## src/rtl/register_file.sv

```systemverilog
// rtl/register_file.sv - 32-entry general-purpose register file, two registered read ports, one write port
module register_file #(
  parameter int WIDTH  = 32,
  parameter int ADDR_W = 5
) (
  input  logic              clk,
  input  logic              reset_l,
  input  logic              read_l,
  input  logic [ADDR_W-1:0] scr1,
  input  logic [ADDR_W-1:0] scr2,
  input  logic [ADDR_W-1:0] dest,
  input  logic [WIDTH-1:0]  writeIn,
  output logic [WIDTH-1:0]  readOut1,
  output logic [WIDTH-1:0]  readOut2
);

  localparam int DEPTH = 1 << ADDR_W;

  // Register 0 is an ordinary storage location, not a hardwired zero.
  logic [WIDTH-1:0] regs [DEPTH];

  // One-hot write enable per entry; only active in a write-mode cycle.
  logic [DEPTH-1:0] wr_sel;

  // Decode the destination address into per-entry write strobes.
  always_comb begin
    wr_sel = '0;
    if (read_l) begin
      wr_sel[dest] = 1'b1;
    end
  end

  // Storage array: cleared asynchronously, written only in write-mode cycles.
  always_ff @(posedge clk or negedge reset_l) begin
    if (!reset_l) begin
      for (int i = 0; i < DEPTH; i++) begin
        regs[i] <= '0;
      end
    end else begin
      for (int i = 0; i < DEPTH; i++) begin
        if (wr_sel[i]) begin
          regs[i] <= writeIn;
        end
      end
    end
  end

  // Registered read ports: update only in read-mode cycles, otherwise hold.
  always_ff @(posedge clk or negedge reset_l) begin
    if (!reset_l) begin
      readOut1 <= '0;
      readOut2 <= '0;
    end else if (!read_l) begin
      readOut1 <= regs[scr1];
      readOut2 <= regs[scr2];
    end
  end

endmodule

```

## config.mk

```make
export PLATFORM = sky130hd
export DESIGN_NAME = register_file
export DESIGN_NICKNAME = d
export VERILOG_FILES = /design/src/rtl/register_file.sv
export SDC_FILE = /design/constraint.sdc
export NUM_CORES = 2
export LEC_CHECK = 0
export ABC_AREA = 0
export CAP_MARGIN = 20
export CORE_MARGIN = 4
export CORE_UTILIZATION = 60
export DETAILED_ROUTE_END_ITERATION = 10
export DONT_BUFFER_PORTS = 1
export PLACE_DENSITY = 0.84
export SYNTH_ARGS = -nofsm -noshare
export SYNTH_HDL_FRONTEND = slang
export SYNTH_SLANG_ARGS = --single-unit
export TNS_END_PERCENT = 30
```

## constraint.sdc

```tcl
create_clock -name clk -period 2.11 [get_ports clk]
set_input_delay 0.211 -clock clk [delete_from_list [all_inputs] [get_ports clk]]
set_output_delay 0.211 -clock clk [all_outputs]
set_load 0.005 [all_outputs]
```

==> out/results.ini <==
[outcome]
status = complete, but fails checks
failed_checks = hold timing, slew limit, setup timing

[yosys]
syn_area_per_cell_um2 = 13.0
synthDistinctLibCells = 32
yosys_warnings = 0
ys_async_sr_fraction_pct = 100
synth_area_leaders = dfrtp_1, mux2i_1, mux2_2, mux2_1, a22oi_1
ys_seq_area_share_pct = 46.8
synth-edff-count = 0
synth_top_cell_by_area = dfrtp_1
synthesis.area_um2 = 58200
ys_ff_latch = 1088
syn_inst = 4492
synth_nets = 4542
synth_top_flop_cell = dfrtp_1
yosysTopAreaCellShare_pct = 46.8

[drt]
drcViolationCount = 0
wl_um = 176000
drtIter0Drc = 4768
vias = 40943
post_drt_wl_per_cell_um = 30.6
vias_per_cell = 7.13
final_antenna_net_count = 0
dr.pass1.iters = 6

[timing]
setup_viol = 36
fin_ws_ns = -4.08
finalClockSkew_ns = 0.0209
report.final.slew_viol_count = 633
slew_headroom_pct = -371
worst_pin_slew_ns = 7.06
timing_hold_violations_final = 292
fmax_ghz = 0.162
final.min_clock_period_ns = 6.19
fin_tns_setup_ns = -85.37
hold-worst-slack_ns = -0.785
rsz0062_at_grt = true
fin_crit_sh_pct = 293

[placed_design]
io_buffers = 0
gp_congestion = 0.834
place_hpwl_um = 94500
placed_cell_area_um2 = 59600

[clock_tree]
cts_sinks = 1088
htreeDepth = 3
cts-buffers-inserted = 111
cts_max_path_buffers = 3
clk_latency_ns = 0.70
cts_tree = built
clkTransAtPathRegs_ns = 0.06
cts_setup_buffers = 0
root_buffer = clkbuf_16

[floorplan]
row_count = 113
num_io_pins = 114
start_util_pct = 60.9
core-area_um2 = 95600
die_x_um = 319
die_y_um = 319
die_area_um2 = 102000

[final_layout]
final_area_um2 = 64600
final_common_cell = dfrtp_1
fin_nets = 4430
utilization_pct = 67.6
final_cell_mix = dfrtp_1, mux2i_1, mux2_2, mux2_1, a22oi_1
drive_gt1_share_pct = 24.7
syn_to_final_growth_pct = 11.0

[critical_path]
required_ns = 2.67
critPathBufInv = 1
cp_slowest_stage_delay_ns = 2.05
start_kind = input port
r2r-start = regs[586]$_DFFE_PN0P_
r2r_cells = 6
reg2reg_to = readOut1[10]$_DFFE_PN0N_
path_class = input port to flip-flop
worstPathCellList = mux2i_1 > a22o_1 > a221oi_2 > o22ai_1 > o41ai_2 > dlygate4sd3_1
worstPathArrival_ns = 6.75
crit_fanout = 512
r2r_slack_ns = -0.26
critPathTopFamily = multiplexers
endpoint_kind = flip-flop
slowest_stage = mux2i_1

[pwr]
irDropWorstVdd_mv = 0.793
power.density_nw_per_um2 = 923
power_leakage_nw = 30.4

[global_route]
track_usage_pct = 33.3
grt_max_degree = 1089
grt_pass1_vias = 41652
antenna_found_initial = 7
overflow = 0
grt_pass1_wl_um = 262000

[min_path]
hp-class = input port to asynchronous set/reset pin

[run]
cap_violations = 0

[state kept, by name, summed over array words and instances, names as in the netlist]
| register | flops |
|---|---|
| readOut2 | 32 |
| readOut1 | 32 |
| regs | 1024 |
[metrics by stage]
stage	instances	worst slack [ns]	power, mW
after global placement	5451	0.189	37.3
final	5739	-4.08	59.6
after detailed placement	5451	0.173	38.1
after CTS	5712	0.0211	58.5
after global routing	5733	-0.129	61.6
after floorplan	4492	0.411	35.9
[routing by layer]
layer	track usage, %	share of wire [%]
met2	52.1	46
met3	7.92	10
met1	44.2	39
met4	15.3	5.0
met5	0.463	0.055
[synth_stat cells, drive strengths merged, types with 19 or more instances]
cell type	number
a21oi	128
a221oi	128
a22o	128
a22oi	256
buf	229
clkbuf	230
dfrtp	1088
mux2	1024
mux2i	1024
nand2	83
nor2	19
o22ai	64
o41ai	64
[power breakdown]
part	internal [mW]	leakage [nW]	switching, mW
registers	24.9	13.9	3.30
logic	6.33	14.7	5.02
clock network	11.6	1.82	8.39
[cell families after synthesis]
group                  Yosys count  share of synthesized area [%]
DFF                           1088                           46.8
muxes                         2048                           37.4
buffers and inverters          459                           4.09
AOI/OAI and AO/OA              768                           10.8
and+or+nand+nor                129                          0.967
[final cells by class]
cell class / count / area, um2
multi-input combinational: 2945 / 29000
antenna: 6 / 15.0
clock buffer: 176 / 3400
clock inverter: 25 / 323
sequential: 1088 / 27200
timing repair buffer: 234 / 3060
tap: 1265 / 1580
fill: 6588 / 31000
[how the worst max path moves through the flow]
stage | cells after the start | slack (ns) | startpoint | end
floorplan | 5 | 0.41 | read_l | regs[225]$_DFFE_PN0P_
global placement | 4 | 0.19 | dest[3] | regs[848]$_DFFE_PN0P_
detailed placement | 4 | 0.17 | dest[3] | regs[847]$_DFFE_PN0P_
CTS | 6 | 0.02 | regs[999]$_DFFE_PN0P_ | readOut1[7]$_DFFE_PN0N_
global route | 6 | -0.13 | regs[969]$_DFFE_PN0P_ | readOut2[9]$_DFFE_PN0N_
finish | 6 | -4.08 | scr1[0] | readOut1[19]$_DFFE_PN0N_
[timing repair]
action / in CTS / in global routing
resized for setup: 0 / 32
hold buffers: 60 / 2
setup endpoints to repair: 0 / 403
hold endpoints to repair: 2176 / 301
No activity file was read; power rests on OpenSTA's default activity.
